`config.mk`:
```
export PLATFORM = sky130hd
export DESIGN_NAME = grid_pixel_scanner
export DESIGN_NICKNAME = d
export VERILOG_FILES = /design/src/rtl/grid_pixel_scanner.sv
export SDC_FILE = /design/constraint.sdc
export NUM_CORES = 1
export LEC_CHECK = 0
export CORE_ASPECT_RATIO = 1.2
export CORE_MARGIN = 2
export CORE_UTILIZATION = 28
export DETAILED_ROUTE_END_ITERATION = 8
export GPL_TIMING_DRIVEN = 0
export PLACE_DENSITY = 0.53
export SLEW_MARGIN = 15
export SYNTH_ARGS = -nofsm -noshare
export SYNTH_HDL_FRONTEND = slang
export SYNTH_SLANG_ARGS = --single-unit
```
`constraint.sdc`:
```
create_clock -name out_stream_aclk -period 3.05 [get_ports out_stream_aclk]
set_clock_uncertainty 0.2 [all_clocks]
set_input_delay 0.4575 -clock out_stream_aclk [delete_from_list [all_inputs] [get_ports out_stream_aclk]]
set_output_delay 0.4575 -clock out_stream_aclk [all_outputs]
set_load 0.02 [all_outputs]
```
`src/rtl/grid_pixel_scanner.sv`:
```
// Game-of-Life grid scanner: fetches one grid row per line from the banked grid
// BRAM and expands each cell into a CELL_PX x CELL_PX pixel square on a raster stream.
module grid_pixel_scanner #(
  parameter int          X_SIZE    = 640,
  parameter int          Y_SIZE    = 480,
  parameter int          GRID_COLS = 64,
  parameter int          GRID_ROWS = 48,
  parameter int          CELL_PX   = 10,
  parameter logic [23:0] ALIVE_RGB = 24'hCB416B,
  parameter logic [23:0] DEAD_RGB  = 24'h000000
) (
  input  logic                         out_stream_aclk,
  input  logic                         periph_resetn,
  input  logic                         enable,
  input  logic                         bank_sel,
  output logic [$clog2(GRID_ROWS):0]   grid_raddr,
  output logic                         grid_ren,
  input  logic [GRID_COLS-1:0]         grid_rdata,
  output logic [7:0]                   r,
  output logic [7:0]                   g,
  output logic [7:0]                   b,
  output logic                         valid,
  input  logic                         ready,
  output logic                         sof,
  output logic                         eol,
  output logic                         frame_done,
  output logic                         busy
);
  localparam int XW = $clog2(X_SIZE);
  localparam int YW = $clog2(Y_SIZE);
  localparam int SW = $clog2(CELL_PX);
  localparam int CW = $clog2(GRID_COLS);
  localparam int RW = $clog2(GRID_ROWS);

  typedef enum logic [1:0] {IDLE, FETCH, WAIT_ST, STREAM} state_t;
  state_t state, state_nxt;

  logic                 bank_q;
  logic [XW-1:0]        x;
  logic [YW-1:0]        y;
  logic [SW-1:0]        sub_x, sub_y;
  logic [CW-1:0]        col;
  logic [RW-1:0]        row;
  logic [GRID_COLS-1:0] line_q;
  logic                 accept, last_x, last_y, last_sx, last_sy;

  assign accept  = (state == STREAM) && ready;
  assign last_x  = (x == XW'(X_SIZE-1));
  assign last_y  = (y == YW'(Y_SIZE-1));
  assign last_sx = (sub_x == SW'(CELL_PX-1));
  assign last_sy = (sub_y == SW'(CELL_PX-1));

  always_ff @(posedge out_stream_aclk or negedge periph_resetn) begin
    if (!periph_resetn) state <= IDLE;
    else                state <= state_nxt;
  end

  always_comb begin
    state_nxt = state;
    case (state)
      IDLE:    if (enable) state_nxt = FETCH;
      FETCH:   state_nxt = WAIT_ST;
      WAIT_ST: state_nxt = STREAM;
      STREAM:  if (accept && last_x) state_nxt = (!last_y || enable) ? FETCH : IDLE;
      default: state_nxt = IDLE;
    endcase
  end

  always_comb begin
    valid      = (state == STREAM);
    busy       = (state != IDLE);
    grid_ren   = (state == FETCH);
    grid_raddr = '0;
    if (grid_ren) grid_raddr = {bank_q, row};
    {r, g, b}  = '0;
    sof        = 1'b0;
    eol        = 1'b0;
    if (valid) begin
      {r, g, b} = line_q[col] ? ALIVE_RGB : DEAD_RGB;
      sof       = (x == '0) && (y == '0);
      eol       = last_x;
    end
  end

  // Row is refetched every line; cell row advances every CELL_PX lines.
  always_ff @(posedge out_stream_aclk or negedge periph_resetn) begin
    if (!periph_resetn) begin
      bank_q     <= 1'b0;
      x          <= '0;
      y          <= '0;
      sub_x      <= '0;
      sub_y      <= '0;
      col        <= '0;
      row        <= '0;
      line_q     <= '0;
      frame_done <= 1'b0;
    end else begin
      frame_done <= accept && last_x && last_y;
      case (state)
        IDLE: if (enable) begin
          bank_q <= bank_sel;
          x      <= '0;
          y      <= '0;
          sub_x  <= '0;
          sub_y  <= '0;
          col    <= '0;
          row    <= '0;
        end
        WAIT_ST: line_q <= grid_rdata;
        STREAM: if (ready) begin
          if (last_x) begin
            x     <= '0;
            col   <= '0;
            sub_x <= '0;
            if (last_y) begin
              y     <= '0;
              sub_y <= '0;
              row   <= '0;
              if (enable) bank_q <= bank_sel;
            end else begin
              y <= y + 1'b1;
              if (last_sy) begin
                sub_y <= '0;
                row   <= row + 1'b1;
              end else begin
                sub_y <= sub_y + 1'b1;
              end
            end
          end else begin
            x <= x + 1'b1;
            if (last_sx) begin
              sub_x <= '0;
              col   <= col + 1'b1;
            end else begin
              sub_x <= sub_x + 1'b1;
            end
          end
        end
        default: ;
      endcase
    end
  end
endmodule
```
# Word-level counts from Yosys, hierarchy flattened
# Index checks and enable logic that the tools add are counted.
# totals
input_bits,69
ram_bits,0
n_memories,0
latch_bits,0
romBits,0
reg_bits,107
# classes
shifts,0
div_mod_pow,0
n_reduce_logical,17
multipliers,0
n_addsub,6
n_eq_ne,14
order_cmp,1
muxes,47
n_bitwise,0
# op_table
operator,count
$mux 6,8
$mux 9,4
$mux 4,8
$mux 10,3
$mux 24,1
$mux 8,3
$pmux 6 s2,2
$pmux 10 s2,1
$pmux 9 s2,1
$pmux 4 s2,2
$add 6x1->6 const B,2
$reduce_and 4->1,3
$add 10x1->10 const B,1
$eq 10x10->1 const B,1
$logic_not 10->1,1
$add 9x1->9 const B,1
$eq 9x9->1 const B,1
$logic_not 9->1,1
$add 4x1->4 const B,2
$eq 4x4->1 const B,2
$mux 1,8
$ne 2x1->1 const B,4
$pmux 2 s4,1
$lt 6x7->1 const B,1
other kinds (16),23

# Logic depth before layout (Yosys ltp)
# Gate-level depths: netlist (run 1).
# logic_depth
ltp_word,6
ltp_mapped,9

# Worst setup path after synthesis (run 1)
# No wires, ideal clock.
# synth_timing
kind,reg-to-output
startpoint,register col[0]
endpoint,output b[1]
arrival_ns,2.369
stages_incl_launch_ff,7
path_slack_ns,0.023
path_cell_list,dfrtp_1 buf_6 mux4_2 a211oi_1 a2111oi_0 or4_1 buf_4
# synth_via
elab_chain_cells,4
# synth_lines
element,line,source
from (decl),42,logic [CW-1:0] col;
from (signal assigned),133,col <= col + 1'b1;
$bmux 1 s6,79,"{r, g, b} = line_q[col] ? ALIVE_RGB : DEAD_RGB;"
$mux 1 (not written as such),79,
$mux 24,79,
$mux 8,78,if (valid) begin
to (decl),21,"output logic [7:0] b,"
# No other way between the ends. The select of a mux whose other input is x is not followed.

# Worst setup path after layout (run 1)
# layout_timing
startpoint,register col[0]
endpoint,output r[7]
# layout_via
elab_chain_cells,4
# layout_lines
element,line,source
$bmux 1 s6,79,
$mux 1 (not written as such),79,
$mux 24,79,
$mux 8,78,
to (decl),19,"output logic [7:0] r,"
# No other way between the ends. The select of a mux whose other input is x is not followed.

==> results of run 1 <==
## where the power goes
group	internal [W]	leakage (nW)	switching, W
combinational	0.00104	1.63	0.000780
sequential	0.00154	1.29	0.000121
clock	0.000595	0.146	0.000577
total	0.00317	3.06	0.00148
## critical path, cell delays in order (launching register included)
cell	delay (ns)
dfrtp_2	0.47
buf_12	0.16
mux4_1	0.60
mux2i_4	0.22
a2111oi_4	0.11
buf_4	0.18
or4_4	0.57
buf_6	0.15
buf_6	0.12
## layout make-up
cell class / instances / area, µm²
clock buffer: 10 / 239
timing repair buffer: 103 / 1060
fill: 1923 / 12100
buffer: 43 / 352
inverter: 14 / 52.6
clock inverter: 6 / 55.1
multi-input combinational: 321 / 2770
tap: 261 / 327
sequential: 107 / 2680
## cells by family (layout without fill, tap and decap cells)
kind of cell             after synthesis  in the layout  share of synthesized area, %
buffers and inverters                 57            176                          6.15
multiplexers                          87             87                          20.6
XOR/XNOR                              16             16                          2.49
AND/OR/NAND/NOR                      132            133                          12.7
AO/OA/AOI/OAI                         58             58                          7.13
adder cells (fa/ha/maj)               15             15                          3.33
other                                  1             12                        0.0665
flip-flops                           107            107                          47.5
## state kept, by name (all words and copies together) (netlist names)
register    cells
bank_q          1
frame_done      1
sub_x           4
sub_y           4
x              10
y               9
line_q         64
row             6
col             6
state           2
## placed cells by master (no fill, tap or decap), types with 4 or more instances in the layout
| cell type | count |
|---|---|
| a21oi_1 | 9 |
| and2_1 | 8 |
| and3_1 | 4 |
| buf_2 | 4 |
| buf_4 | 15 |
| buf_6 | 31 |
| clkbuf_1 | 9 |
| clkbuf_16 | 9 |
| clkdlybuf4s50_1 | 78 |
| conb_1 | 12 |
| dfrtp_1 | 106 |
| ha_1 | 15 |
| inv_1 | 14 |
| mux2_2 | 66 |
| mux2i_1 | 5 |
| mux4_2 | 11 |
| nand2_1 | 25 |
| nand3_1 | 22 |
| nand3b_1 | 4 |
| nand4_1 | 4 |
| nor2_1 | 23 |
| nor3_1 | 4 |
| nor4_1 | 4 |
| o21ai_0 | 24 |
| or3_1 | 8 |
| xnor2_1 | 6 |
| xor2_1 | 10 |
## metal layers
layer	vias up	part of all wire (%)	GRT usage [%]
met5	-	0	0
met4	0	1.9	4.59
met3	16	4.7	3.18
met2	86	51	23.6
met1	2027	43	15.7
li1	1921	-	-
## final timing paths
kind / from / to / slack, ns
max: col[0] / r[7] / -0.54
min: sub_y[3] / sub_y[3] / 0.30
max reg2reg: state[1] / y[7] / 0.22
min reg2reg: sub_y[3] / sub_y[3] / 0.30
max in group asynchronous: periph_resetn / col[0] / 1.57
min in group asynchronous: periph_resetn / row[3] / 0.41
## metrics by stage
stage	power [W]	utilization, %	TNS [ns]
floorplan	0.00253	-	0
finish	0.00465	38.4	-5.85
detailed placement	0.00307	35.5	-9.75
CTS	0.00464	38.3	-6.57
global placement	0.00304	35.4	-306.79
global route	0.00488	38.4	-6.79
## repair_timing
action,CTS,global route
gates cloned,2,0
buffers inserted,8,0
endpoints found under the setup margin,14,14
gates resized for setup,107,23
pin swaps,6,7
hold endpoints to repair,49,0
hold buffers,1,0
==> impl_metrics.py, run 1 <==
metrics = {
    "outcome": {
        "status": "finished, violations left",
        "failed_checks": "negative setup slack",
    },
    "critical_path": {
        "arrival_ns": 2.93,
        "crit_type": "reg -> out",
        "critPathCaptureType": "output port",
        "startpoint_type": "register",
        "cp.required_ns": 2.39,
        "cp_max_fo": 5,
        "r2r_cells": 7,
    },
    "floorplan": {
        "die_h_um": 159,
        "die_area_um2": 21300,
        "row_count": 56,
        "core_region_area_um2": 19600,
        "die_w_um": 134,
        "start_util_pct": 28.7,
        "io_pins": 106,
    },
    "yosys": {
        "synth_edf_count": 0,
        "yosys.area.top_type_share_pct": 47.5,
        "ys_seq_area_share_pct": 47.5,
        "yosys_warnings": 0,
        "ys_ff_latch": 107,
        "yosysTopAreaCell": "dfrtp_1",
        "async_flop_share_pct": 100,
        "syn_inst": 473,
        "synthFlopType": "dfrtp_1",
        "netlist-cell-type-count": 60,
        "synth_common_cells": "107 x dfrtp_1, 66 x mux2_2, 25 x nand2_1",
        "synth.most_common_cell": "dfrtp_1",
        "synth_area_leaders": "dfrtp_1 48%, mux2_2 13%, mux4_1 4.2%",
        "avgSynthCellArea_um2": 11.9,
        "syn-cell-area_um2": 5640,
    },
    "timing": {
        "period_needed_ns": 3.59,
        "finalSetupViolCount": 12,
        "fmax_mhz": 279,
        "slew_headroom_pct": 46.3,
        "hold_viol_final": 0,
        "worst_slack_ns": -0.540,
        "worst_slew_pin_slew_ns": 0.800,
        "hold_slack_ns": 0.297,
        "rsz0062_at_grt": "yes",
        "drv_slew": 0,
        "fin_crit_sh_pct": 118,
    },
    "route": {
        "viasPerCell": 4.68,
        "wl_per_cell_um": 15.8,
        "drtPass1Iterations": 4,
        "ant_nets": 0,
        "drc_errors": 0,
        "num_vias": 4050,
        "drt_wl_total_mm": 13.7,
        "drt_iter0_markers": 216,
    },
    "placement": {
        "port_buffers": 93,
        "placed_cells": 839,
        "place_ws_ns": -0.819,
        "placed_area_um2": 6960,
        "gp_congestion": 0.826,
        "dpl.hpwl_mm": 9.84,
    },
    "global_routing": {
        "grt-ovfl-total": 0,
        "antenna_found_initial": 0,
        "grt_max_degree": 59,
        "grt_pass1_wl_mm": 22.5,
        "grt_usage_pct": 13.3,
        "grt_pass1_vias": 4259,
    },
    "cts": {
        "h-tree-depth": 3,
        "clock_sinks": 107,
        "clk_latency_ns": 0.36,
        "cts_root_buf": "clkbuf_16",
        "cts_tree": "built",
        "numCtsBuffers": 9,
        "clkTransAtPathRegs_ns": 0.07,
        "ctsLongestPathBuffers": 2,
    },
    "power": {
        "p_leak_nw": 3.06,
        "powerDensity_nw_per_um2": 617,
        "peakVddDrop_v": 0.000277,
    },
    "min_path": {
        "hold_class": "reg -> reg",
        "hold_path_depth": 1,
    },
    "finish": {
        "final_cells": 865,
        "fin_nets": 683,
        "diodes": 0,
        "postLayoutCellArea_um2": 7530,
        "areaGrowthSynthToFinish_pct": 33.6,
        "drive_above_1_share_pct": 29.6,
    },
    "flow_run": {
        "cap_violations": 0,
    },
}
No activity file was read; power rests on OpenSTA's default activity.
==> run 2: changes to the inputs <==
--- a/config.mk
+++ b/config.mk
@@ -7,2 +7,3 @@
 export LEC_CHECK = 0
+export CAP_MARGIN = 20
 export CORE_ASPECT_RATIO = 1.2
--- a/constraint.sdc
+++ b/constraint.sdc
@@ -4,2 +4,2 @@
 set_output_delay 0.4575 -clock out_stream_aclk [all_outputs]
-set_load 0.02 [all_outputs]
+set_load 0.1 [all_outputs]
==> impl_metrics.py, run 2 (same netlist as run 1, synthesis figures left out) <==
metrics = {
    "power": {
        "p_leak_nw": 3.10,
        "powerDensity_nw_per_um2": 725,
        "finalPower_w": 0.00547,
        "peakVddDrop_v": 0.000485,
    },
    "timing": {
        "period_needed_ns": 3.59,
        "worst_slew_pin_slew_ns": 0.962,
        "slew_headroom_pct": 35.8,
        "hold_viol_final": 0,
        "finalSetupViolCount": 12,
        "fin_tns_setup_ns": -6.19,
        "worst_slack_ns": -0.537,
        "fmax_mhz": 279,
        "drv_slew": 0,
        "fin_crit_sh_pct": 118,
        "rsz0062_at_grt": "yes",
    },
    "finish": {
        "diodes": 0,
        "final_common_cell": "dfrtp_1",
        "mostFrequentLayoutCells": "106 x dfrtp_1, 69 x clkdlybuf4s50_1, 66 x mux2_2, 25 x nand2_1, 24 x o21ai_0",
        "areaGrowthSynthToFinish_pct": 33.9,
        "reg_top3": "line_q (64), x (10), y (9)",
        "final_cells": 859,
        "largest_register_ffs": 64,
        "drive_above_1_share_pct": 27.9,
        "postLayoutCellArea_um2": 7540,
        "fin_nets": 677,
        "top_register": "line_q",
    },
    "cts": {
        "ctsLongestPathBuffers": 2,
        "clkTransAtPathRegs_ns": 0.07,
        "cts_tree": "built",
        "clk_latency_ns": 0.35,
        "clock_sinks": 107,
        "cts_root_buf": "clkbuf_16",
        "numCtsBuffers": 9,
        "h-tree-depth": 3,
    },
    "critical_path": {
        "critPathBufInv": 4,
        "arrival_ns": 2.93,
        "cp_common_cell": "buf_4",
        "cpPeakStageDelay_ns": 0.56,
        "startpoint_type": "register",
        "cp_max_fo": 12,
        "cp.required_ns": 2.39,
        "slowest_stage": "or4_4",
        "critPathCaptureType": "output port",
        "critPathTopFamily": "simple AND/OR/NAND/NOR gates",
        "path_cells": "buf_4 -> mux4_2 -> nor2b_1 -> a211oi_2 -> a2111oi_1 -> or4_4 -> buf_12 -> buf_4 -> buf_8",
        "crit_type": "reg -> out",
    },
    "global_routing": {
        "grt_pass1_wl_mm": 22.0,
        "grt_usage_pct": 12.9,
        "antenna_found_initial": 0,
        "grt-ovfl-total": 0,
        "grt_max_degree": 58,
        "grt_pass1_vias": 4171,
    },
    "placement": {
        "placed_cells": 839,
        "place_ws_ns": -1.25,
        "port_buffers": 93,
        "placed_area_um2": 7120,
        "gp_congestion": 0.840,
        "dpl.hpwl_mm": 9.97,
    },
    "outcome": {
        "failed_checks": "negative setup slack",
        "status": "finished, violations left",
    },
    "flow_run": {
        "cap_violations": 0,
    },
    "floorplan": {
        "start_util_pct": 28.7,
        "die_w_um": 134,
        "io_pins": 106,
        "core_region_area_um2": 19600,
        "die_h_um": 159,
        "die_area_um2": 21300,
        "row_count": 56,
    },
    "route": {
        "drtPass1Iterations": 4,
        "drt_iter0_markers": 163,
        "viasPerCell": 4.66,
        "wl_per_cell_um": 15.5,
        "num_vias": 4003,
        "ant_nets": 0,
        "drc_errors": 0,
        "drt_wl_total_mm": 13.3,
    },
    "min_path": {
        "hold_class": "reg -> reg",
    },
}
run 2: power breakdown:
part,internal (W),switching [W]
registers,0.00154,0.000118
logic,0.00123,0.00147
clock network,0.000575,0.000543
total,0.00335,0.00213
run 2: cell type report:
cell class / count / area, µm²
plain buffers: 43 / 429
clock buffers: 10 / 239
clock inverters: 6 / 38.8
fillers: 1928 / 12100
inverters: 14 / 52.6
multi-input cells: 320 / 2690
flip-flops and latches: 107 / 2680
well taps: 261 / 327
repair buffers: 98 / 1090
run 2: repair_timing:
action                                  CTS  global route
gates resized for setup                 109            17
hold endpoints to repair                 50             0
setup buffers                             3             0
endpoints found under the setup margin   22            22
hold buffers                              1             0
pin swaps                                 1             0
run 2: final timing paths:
path	end	cells past startpoint	from	slack [ns]
hold / removal	bank_q	1	bank_q	0.30
max in group asynchronous	line_q[7]	3	periph_resetn	1.57
setup reg to reg	row[0]	9	state[1]	0.38
min in group asynchronous	row[2]	2	periph_resetn	0.42
setup / recovery	r[6]	9	col[0]	-0.54
hold reg to reg	bank_q	1	bank_q	0.30
run 2: metrics by stage:
step / hold slack, ns / utilization, %
after floorplan: -0.0381 / -
after global placement: 0.259 / 36.2
after detailed placement: 0.244 / 36.3
after CTS: 0.309 / 38.0
after global routing: 0.323 / 38.5
final: 0.305 / 38.5
run 2: routing by layer:
metal / track usage [%] / vias up / wire length [µm]
li1: - / 1908 / -
met1: 16.0 / 1998 / 5810
met2: 22.0 / 88 / 6720
met3: 4.08 / 9 / 693
met4: 2.95 / 0 / 108
met5: 0 / - / 0
